$ cat config.mk
export PLATFORM = sky130hd
export DESIGN_NAME = periph_to_csb_pipelined
export DESIGN_NICKNAME = d
export VERILOG_FILES = /design/src/rtl/periph_to_csb_pipelined.sv
export SDC_FILE = /design/constraint.sdc
export NUM_CORES = 1
export LEC_CHECK = 0
export BUFFER_PORTS_ARGS = -buffer_cell sky130_fd_sc_hd__buf_2
export CORE_AREA = 4 4 185 187
export DETAILED_ROUTE_END_ITERATION = 12
export DIE_AREA = 0 0 189 191
export GPL_TIMING_DRIVEN = 0
export PLACE_DENSITY = 0.68
export SYNTH_ARGS = -nofsm -noshare
export SYNTH_HDL_FRONTEND = slang
export SYNTH_SLANG_ARGS = --single-unit
$ cat constraint.sdc
create_clock -name clk -period 4.4 [get_ports clk]
set_clock_uncertainty 0.15 [all_clocks]
set_input_delay 0.44 -clock clk [delete_from_list [all_inputs] [get_ports clk]]
set_output_delay 0.44 -clock clk [all_outputs]
set_load 0.02 [all_outputs]
$ cat src/rtl/periph_to_csb_pipelined.sv
// Generic synchronous FIFO: registered pointers, combinational head read.
// Latency: a pushed entry is visible at pop_dat the cycle after the push.
// Backpressure: push is ignored while full, pop is ignored while empty.
module fifo #(
    parameter int WIDTH = 8,
    parameter int DEPTH = 4
) (
    input  logic             clk,
    input  logic             rst_n,
    input  logic             push,
    input  logic [WIDTH-1:0] push_dat,
    input  logic             pop,
    output logic [WIDTH-1:0] pop_dat,
    output logic             full,
    output logic             empty
);
    localparam int AW = (DEPTH > 1) ? $clog2(DEPTH) : 1;
    localparam int CW = $clog2(DEPTH + 1);

    logic [WIDTH-1:0] mem [DEPTH];
    logic [AW-1:0]    wr_ptr;
    logic [AW-1:0]    rd_ptr;
    logic [CW-1:0]    cnt;
    logic             do_push;
    logic             do_pop;

    assign full    = (cnt == CW'(DEPTH));
    assign empty   = (cnt == '0);
    assign do_push = push & ~full;
    assign do_pop  = pop & ~empty;
    assign pop_dat = mem[rd_ptr];

    function automatic logic [AW-1:0] ptr_inc(input logic [AW-1:0] p);
        return (p == AW'(DEPTH - 1)) ? '0 : p + 1'b1;
    endfunction

    always_ff @(posedge clk) begin
        if (do_push) begin
            mem[wr_ptr] <= push_dat;
        end
    end

    always_ff @(posedge clk) begin
        if (!rst_n) begin
            wr_ptr <= '0;
            rd_ptr <= '0;
            cnt    <= '0;
        end else begin
            if (do_push) begin
                wr_ptr <= ptr_inc(wr_ptr);
            end
            if (do_pop) begin
                rd_ptr <= ptr_inc(rd_ptr);
            end
            case ({do_push, do_pop})
                2'b10:   cnt <= cnt + 1'b1;
                2'b01:   cnt <= cnt - 1'b1;
                default: cnt <= cnt;
            endcase
        end
    end
endmodule

// Bridge HWPE periph slave port to NVDLA CSB master, in-order, several requests in flight.
// Latency: read granted T0 -> csb_valid T1 -> csb_r_valid T2 -> periph_r_valid T3.
// Backpressure: gnt drops while the request FIFO is full; csb_valid held until csb_ready.
module periph_to_csb_pipelined #(
    parameter int          ID_WIDTH  = 8,
    parameter int          REQ_DEPTH = 4,
    parameter int          MAX_OUTST = 4,
    parameter bit          CHECK_ID  = 1'b1,
    parameter logic [15:0] CSB_ID    = 16'h0000,
    parameter logic [31:0] ERR_DATA  = 32'hBADC0DE5
) (
    input  logic                clk,
    input  logic                rst_n,
    input  logic                periph_req,
    input  logic [31:0]         periph_add,
    input  logic                periph_wen,
    input  logic [3:0]          periph_be,
    input  logic [31:0]         periph_data,
    input  logic [ID_WIDTH-1:0] periph_id,
    output logic                periph_gnt,
    output logic                periph_r_valid,
    output logic [31:0]         periph_r_data,
    output logic [ID_WIDTH-1:0] periph_r_id,
    output logic                periph_r_err,
    output logic                csb_valid,
    input  logic                csb_ready,
    output logic [15:0]         csb_addr,
    output logic [31:0]         csb_wdat,
    output logic                csb_write,
    output logic                csb_nposted,
    input  logic                csb_r_valid,
    input  logic [31:0]         csb_r_data,
    input  logic                csb_wr_complete,
    output logic                unexp_resp
);
    typedef struct packed {
        logic [15:0]         addr;
        logic [31:0]         data;
        logic                write;
        logic [ID_WIDTH-1:0] id;
        logic                err;
    } req_t;

    typedef struct packed {
        logic [ID_WIDTH-1:0] id;
        logic                write;
        logic                err;
    } trk_t;

    typedef enum logic [1:0] {IDLE, ISSUE, ERRWAIT} state_t;

    state_t state;
    req_t   new_req;
    req_t   reqf_head;
    req_t   head;
    logic   head_vld;
    logic   reqf_full;
    logic   reqf_empty;
    logic   reqf_pop;
    trk_t   trk_push_dat;
    trk_t   trk_head;
    logic   trk_push;
    logic   trk_pop;
    logic   trk_full;
    logic   trk_empty;
    logic   hd_ok;
    logic   rd_hit;
    logic   wr_hit;
    logic   err_done;

    assign periph_gnt  = rst_n & periph_req & ~reqf_full;
    assign csb_nposted = 1'b1;

    always_comb begin
        new_req       = '0;
        new_req.addr  = {2'b00, periph_add[15:2]};
        new_req.data  = periph_data;
        new_req.write = ~periph_wen;
        new_req.id    = periph_id;
        new_req.err   = (CHECK_ID && (periph_add[31:16] != CSB_ID)) ||
                        (periph_add[1:0] != 2'b00) ||
                        (~periph_wen && (periph_be != 4'hF));
    end

    fifo #(.WIDTH($bits(req_t)), .DEPTH(REQ_DEPTH)) u_reqf (
        .clk      (clk),
        .rst_n    (rst_n),
        .push     (periph_gnt),
        .push_dat (new_req),
        .pop      (reqf_pop),
        .pop_dat  (reqf_head),
        .full     (reqf_full),
        .empty    (reqf_empty)
    );

    // An empty FIFO is bypassed so a fresh request reaches the CSB bus one cycle after grant.
    assign head_vld = ~reqf_empty | periph_gnt;
    assign head     = reqf_empty ? new_req : reqf_head;

    assign reqf_pop = ((state == ISSUE) & csb_ready) | ((state == ERRWAIT) & trk_empty);
    assign trk_push = reqf_pop;

    always_comb begin
        trk_push_dat       = '0;
        trk_push_dat.id    = reqf_head.id;
        trk_push_dat.write = reqf_head.write;
        trk_push_dat.err   = (state == ERRWAIT);
    end

    always_ff @(posedge clk) begin
        if (!rst_n) begin
            state     <= IDLE;
            csb_valid <= 1'b0;
            csb_addr  <= '0;
            csb_wdat  <= '0;
            csb_write <= 1'b0;
        end else begin
            case (state)
                IDLE: begin
                    if (head_vld && head.err) begin
                        state <= ERRWAIT;
                    end else if (head_vld && !trk_full) begin
                        state     <= ISSUE;
                        csb_valid <= 1'b1;
                        csb_addr  <= head.addr;
                        csb_wdat  <= head.data;
                        csb_write <= head.write;
                    end
                end
                ISSUE: begin
                    if (csb_ready) begin
                        state     <= IDLE;
                        csb_valid <= 1'b0;
                    end
                end
                ERRWAIT: begin
                    if (trk_empty) begin
                        state <= IDLE;
                    end
                end
                default: state <= IDLE;
            endcase
        end
    end

    fifo #(.WIDTH($bits(trk_t)), .DEPTH(MAX_OUTST)) u_trk (
        .clk      (clk),
        .rst_n    (rst_n),
        .push     (trk_push),
        .push_dat (trk_push_dat),
        .pop      (trk_pop),
        .pop_dat  (trk_head),
        .full     (trk_full),
        .empty    (trk_empty)
    );

    // Responses that do not match the tracker head are flagged and dropped.
    assign hd_ok    = ~trk_empty & ~trk_head.err;
    assign rd_hit   = csb_r_valid & hd_ok & ~trk_head.write;
    assign wr_hit   = csb_wr_complete & hd_ok & trk_head.write;
    assign err_done = ~trk_empty & trk_head.err;
    assign trk_pop  = rd_hit | wr_hit | err_done;

    always_ff @(posedge clk) begin
        if (!rst_n) begin
            periph_r_valid <= 1'b0;
            periph_r_data  <= '0;
            periph_r_id    <= '0;
            periph_r_err   <= 1'b0;
            unexp_resp     <= 1'b0;
        end else begin
            periph_r_valid <= trk_pop;
            if (trk_pop) begin
                periph_r_id  <= trk_head.id;
                periph_r_err <= trk_head.err;
                if (trk_head.err) begin
                    periph_r_data <= ERR_DATA;
                end else if (trk_head.write) begin
                    periph_r_data <= '0;
                end else begin
                    periph_r_data <= csb_r_data;
                end
            end
            if ((csb_r_valid && !rd_hit) || (csb_wr_complete && !wr_hit)) begin
                unexp_resp <= 1'b1;
            end
        end
    end
endmodule

==> impl_metrics.json, run 1 <==
{
  "run_status": "completed",
  "die_h_um": 191,
  "yosysMostFrequentCell": "edfxtp_1",
  "wl_per_cell_um": 20.10,
  "start_util_pct": 44.85,
  "grt_pass1_vias": 9471,
  "ir_drop_mv": 0.5150,
  "async_flop_share_pct": 0,
  "cts.sinks": 375,
  "worstPathRequired_ps": 4700,
  "synth_area_um2": 14560,
  "grt.overflow.total": 0,
  "grt_usage_pct": 19.17,
  "port_buffers": 205,
  "synth_area_leaders": "edfxtp_1 54%, dfxtp_1 15%, mux4_2 10%",
  "grt_antenna_before_repair": 4,
  "grt_pass1_wl_um": 53950,
  "p_per_area_nw_per_um2": 531.9,
  "cts_tree": "built",
  "die-area_um2": 36100,
  "fmax_ghz": 0.2992,
  "ys_ff_latch": 375,
  "cts.clk_slew.worst_paths_ps": 60,
  "register_area_um2": 10150,
  "synthCells": 917,
  "wl_um": 34450,
  "slew_headroom_pct": 33.40,
  "tightest_slew_ps": 999.1,
  "synth.top_cells.by_count": "264 x edfxtp_1, 111 x dfxtp_1, 111 x nand2_1",
  "hold_viol": 0,
  "clockBufferDepth": 3,
  "insertion_delay_ps": 530,
  "ant_nets": 0,
  "setup_tns_ps": 0,
  "cts_root_buf": "clkbuf_16",
  "drt-vias-per-instance": 5.296,
  "drive_gt1_share_pct": 32.05,
  "syn_avg_cell_area_um2": 15.87,
  "htreeDepth": 2,
  "ys_types": 46,
  "synth_top_area_share_pct": 54.47,
  "final_max_slew_viol_count": 0,
  "ys.flop_type": "edfxtp_1",
  "hold_path_startpoint": "periph_req",
  "pre_cts_ws_ps": 1041,
  "crit_path_start_kind": "flip-flop",
  "drt_iter0_markers": 558,
  "ys.warnings.count": 0,
  "synth_area_leader_cell": "edfxtp_1",
  "vias": 9078,
  "ys_seq_area_share_pct": 69.73,
  "multi_input_area_um2": 3999,
  "crit_type": "reg2reg",
  "cts_buffers": 41,
  "syn2layout_area_growth_pct": 25.26,
  "finalSetupViolCount": 0,
  "grt_max_degree": 42,
  "fin_nets": 1367,
  "synth_edf_count": 264,
  "hold_path_class": "in2reg",
  "timing.final.crit_period_ps": 3342,
  "dp_hpwl_um": 22520,
  "fillerInstances": 2598,
  "power_uw": 9699,
  "fp.dieW_um": 189,
  "min_period_over_period_pct": 75.96,
  "core-area_um2": 32450,
  "critPathMaxFanout": 10,
  "dr.pass1.iters": 5,
  "worstPathArrival_ps": 3640,
  "leakage_uw": 0.006536,
  "io_pins": 210,
  "drv_cap": 0,
  "rows": 66,
  "critPathCaptureType": "flip-flop",
  "drc": 0,
  "rsz0062_at_grt": "no",
  "fin_ws_ps": 1058,
  "reg2reg_slack_ps": 1060,
  "routabilityCongestion": 0.7729
}
## logic make-up after synthesis
family,synth area share (%)
flip-flops,69.73
AO/OA/AOI/OAI,9.327
adder cells (fa/ha/maj),1.307
buffers and inverters,2.888
multiplexers,10.77
AND/OR/NAND/NOR,5.682
XOR/XNOR,0.2407
other,0.05160
## flip-flops by register name (all words and copies together) (netlist names), 2 cells and up, named ones only
register	cells
csb_addr	14
csb_wdat	32
periph_r_data	32
periph_r_id	8
state	2
u_reqf.cnt	3
u_reqf.mem	224
u_reqf.rd_ptr	2
u_reqf.wr_ptr	2
u_trk.cnt	3
u_trk.mem	40
u_trk.rd_ptr	2
u_trk.wr_ptr	2
## layout by cell type (no fill, tap or decap), types with 8 or more instances in the layout
cell type and count:
nor2_1 38, ha_1 12, a22o_1 14, clkbuf_16 42
inv_1 14, o21ai_0 12, clkbuf_1 39, buf_2 225
nand3_1 10, a311oi_1 18, a21oi_1 74, clkinv_1 8
a311oi_2 29, nand2_1 111, a211oi_1 18, dlygate4sd3_1 68
mux4_2 66, buf_4 8, edfxtp_1 264, clkinv_2 8
dfxtp_1 111
## path summary, 6_finish.rpt
path                            cells after the start                            end
worst max register to register                     12      u_trk.cnt[2]$_SDFFE_PN0P_
worst min-delay path                                3  u_reqf.wr_ptr[1]$_SDFFE_PN0P_
worst min register to register                      2    periph_r_id[7]$_SDFFE_PN0N_
worst max-delay path                               12      u_trk.cnt[2]$_SDFFE_PN0P_
## layer usage
| metal | vias up | wire, um | share of wire [%] | global-route usage, % |
|---|---|---|---|---|
| met2 | 273 | 16570 | 48 | 31.55 |
| met4 | 4 | 812 | 2.4 | 5.297 |
| met5 | - | 21 | 0.061 | 0 |
| met1 | 4540 | 14650 | 43 | 25.54 |
| met3 | 53 | 2395 | 7.0 | 4.931 |
| li1 | 4208 | - | - | - |
## per-stage QoR
step	area [um2]	cells	util, %	hold WS [ps]
2_1_floorplan	14560	918	-	312.6
3_3_place_gp	16140	1565	49.73	292.7
3_5_place_dp	16240	1569	50.05	304.9
4_1_cts	18230	1712	56.16	25.23
5_1_grt	18230	1714	56.18	56.85
6_report	18230	1714	56.18	54.72
## timing repair
| action | 4_1_cts | 5_1_grt |
|---|---|---|
| resized for setup | 0 | 0 |
| hold buffers | 68 | 0 |
| endpoints found under the hold margin | 227 | 0 |
| setup buffers | 0 | 0 |
## report_power, final
group	internal (uW)	switching, uW	total, uW
clock	1950	1350	3300
combinational	804	1380	2180
sequential	4080	135	4220
total	6830	2870	9700
## layout make-up
type                            instances  area share, %
Antenna cell                            2        0.02745
Timing Repair Buffer                  277          9.882
Sequential cell                       375          55.67
Clock buffer                           51          6.005
Multi-Input combinational cell        460          21.93
Tap cell                              442          3.033
Clock inverter                         24          1.146
Buffer                                 68          1.997
Inverter                               15         0.3088
## worst max-delay path: stages, from the launching register on
cell and delay [ps]:
dfxtp_1 380, buf_4 220, mux4_2 350, mux2i_1 160, a21oi_2 200, buf_2 250
buf_2 260, ha_1 220, inv_1 70, fa_1 380, xor2_1 160, or3_1 300
a21oi_1 150
Power figures use the tool's default switching activity.
==> inputs of run 2 (changes only) <==
--- a/config.mk
+++ b/config.mk
@@ -5,12 +5,13 @@
 export SDC_FILE = /design/constraint.sdc
 export NUM_CORES = 1
 export LEC_CHECK = 0
+export ABC_AREA = 1
 export BUFFER_PORTS_ARGS = -buffer_cell sky130_fd_sc_hd__buf_2
-export CORE_AREA = 4 4 185 187
+export CORE_AREA = 4 4 197 199
 export DETAILED_ROUTE_END_ITERATION = 12
-export DIE_AREA = 0 0 189 191
+export DIE_AREA = 0 0 201 203
 export GPL_TIMING_DRIVEN = 0
-export PLACE_DENSITY = 0.68
+export PLACE_DENSITY = 0.67
 export SYNTH_ARGS = -nofsm -noshare
 export SYNTH_HDL_FRONTEND = slang
 export SYNTH_SLANG_ARGS = --single-unit
==> constraint.sdc (replaced) <==
create_clock -name clk -period 3.3 [get_ports clk]
set_clock_uncertainty 0.15 [all_clocks]
set_input_delay 0.33 -clock clk [delete_from_list [all_inputs] [get_ports clk]]
set_output_delay 0.33 -clock clk [all_outputs]
set_load 0.02 [all_outputs]
==> impl_metrics.json, run 2 <==
{
  "wl_um": 43610,
  "synth_area_um2": 16490,
  "dr.pass1.iters": 7,
  "cts_resized": 0,
  "io_pins": 210,
  "wl_met2_um": 20710,
  "register_area_um2": 10150,
  "synth_edf_count": 264,
  "vias": 13350,
  "grt_pass1_wl_um": 68690,
  "core-area_um2": 37220,
  "pre_cts_ws_ps": 299.0,
  "grt_max_degree": 26,
  "syn_avg_cell_area_um2": 8.960,
  "fmax_ghz": 0.3341,
  "final_common_cell": "nand2_1",
  "maxUsedRoutingLayer": "met4",
  "ir_drop_mv": 0.4158,
  "worstPathRequired_ps": 3570,
  "tightest_slew_ps": 993.2,
  "leakage_uw": 0.009592,
  "worstPathArrival_ps": 3270,
  "drt_iter0_markers": 909,
  "synth_top_area_share_pct": 48.06,
  "clockBufferDepth": 3,
  "fin_hold_ws_ps": 29.02,
  "cts_root_buf": "clkbuf_16",
  "slew_headroom_pct": 33.54,
  "die_h_um": 203,
  "htreeDepth": 2,
  "fp.dieW_um": 201,
  "critPathCaptureType": "flip-flop",
  "start_util_pct": 44.31,
  "regMostFlops": "u_reqf.mem",
  "fin_area_um2": 20500,
  "wl_per_cell_um": 16.18,
  "cts.sinks": 375,
  "yosysMostFrequentCell": "nand2_1",
  "wl_met3_um": 3532,
  "insertion_delay_ps": 550,
  "grt_antenna_before_repair": 4,
  "fin_ws_ps": 306.5,
  "fillerInstances": 3227,
  "cts_buffers": 39,
  "power_uw": 14680,
  "drt-vias-per-instance": 4.952,
  "ys_seq_area_share_pct": 61.53,
  "multi_input_area_um2": 4518,
  "dp_hpwl_um": 29220,
  "synthCells": 1841,
  "postCtsHoldBufs": 89,
  "grt_usage_pct": 20.90,
  "final_cell_mix": "439 x nand2_1, 358 x inv_1, 264 x edfxtp_1",
  "dpl_cell_area_um2": 18340,
  "grt.overflow.total": 0,
  "grt_pass1_vias": 13240,
  "cts_tree": "built",
  "synth.top_cells.by_count": "439 x nand2_1, 358 x inv_1, 264 x edfxtp_1",
  "synth_area_leaders": "edfxtp_1 48%, dfxtp_1 13%, nand2_1 10%",
  "syn2layout_area_growth_pct": 24.30,
  "hold_path_class": "in2reg",
  "min_period_over_period_pct": 90.71,
  "port_buffers": 206,
  "routabilityCongestion": 0.8573,
  "crit_path_start_kind": "flip-flop",
  "finalSetupViolCount": 0,
  "top_regs": "u_reqf.mem (224), u_trk.mem (40)",
  "largest_register_ff_count": 224,
  "critPathMaxFanout": 10,
  "cts_setup_buffers": 0,
  "ys.warnings.count": 0,
  "synth_area_leader_cell": "edfxtp_1",
  "ys.flop_type": "edfxtp_1",
  "wl_met1_um": 17990,
  "drc": 0,
  "async_flop_share_pct": 0,
  "timing.final.crit_period_ps": 2994,
  "drive_gt1_share_pct": 15.43,
  "ys_ff_latch": 375,
  "p_per_area_nw_per_um2": 715.8,
  "fin_nets": 2315,
  "run_status": "completed",
  "die-area_um2": 40800,
  "rsz0062_at_grt": "no",
  "drv_cap": 0,
  "hold_viol": 0,
  "ys_types": 28,
  "ant_nets": 0,
  "crit_type": "reg2reg",
  "final_max_slew_viol_count": 0,
  "rows": 71,
  "cts.clk_slew.worst_paths_ps": 60
}
## run 2: final cells by class
| cell class | count | share of cell area (%) |
|---|---|---|
| Tap cell | 474 | 2.893 |
| Multi-Input combinational cell | 999 | 22.04 |
| Antenna cell | 4 | 0.04882 |
| Clock buffer | 56 | 5.370 |
| Timing Repair Buffer | 303 | 10.26 |
| Clock inverter | 16 | 0.8056 |
| Buffer | 102 | 2.374 |
| Inverter | 366 | 6.701 |
| Sequential cell | 375 | 49.51 |
## run 2: worst paths after layout
check | start | endpoint | slack (ps) | cells after the start
hold reg to reg | csb_valid$_SDFFE_PN0P_ | csb_valid$_SDFFE_PN0P_ | 300 | 2
setup / recovery | flip-flop | u_trk.cnt[2]$_SDFFE_PN0P_ | 310 | 13
hold / removal | csb_r_data[11] | periph_r_data[11]$_SDFFE_PN0N_ | 30 | 5
setup reg to reg | flip-flop | u_trk.cnt[2]$_SDFFE_PN0P_ | 310 | 13
## run 2: worst max-delay path, cell delays in order, from the launching register on
cell and delay [ps]:
dfxtp_1 350, clkbuf_1 370, nand3_1 140, nand2_1 170
nand4_1 160, nand2_2 190, buf_2 270, ha_1 180
inv_1 60, fa_1 380, a21oi_1 140, o21ai_0 100
o21ai_0 160, a21oi_1 60
## run 2: kinds of logic after synthesis
| logic type | synth area share [%] |
|---|---|
| adders and majority gates | 1.153 |
| AOI/OAI and AO/OA | 4.172 |
| buffers and inverters | 11.28 |
| other | 0.04553 |
| DFF | 61.53 |
| and+or+nand+nor | 21.82 |
## run 2: layer usage
metal	global-route usage (%)	up-vias
met5	0	-
met3	4.919	99
met4	8.014	0
li1	-	6542
met1	26.08	6189
met2	35.50	516
## run 2: per-stage QoR
step / setup TNS (ps) / utilization (%) / instances
2_1_floorplan: -132860 / - / 1842
3_3_place_gp: -585610 / 48.69 / 2522
3_5_place_dp: 0 / 49.26 / 2530
4_1_cts: 0 / 55.05 / 2691
5_1_grt: 0 / 55.07 / 2694
6_report: 0 / 55.08 / 2695
## run 2: report_power, final
group	switching (uW)	leakage (uW)	internal (uW)
sequential	265	0.00331	5640
combinational	3030	0.00566	1410
clock	1780	0.000615	2560
total	5070	0.00959	9610
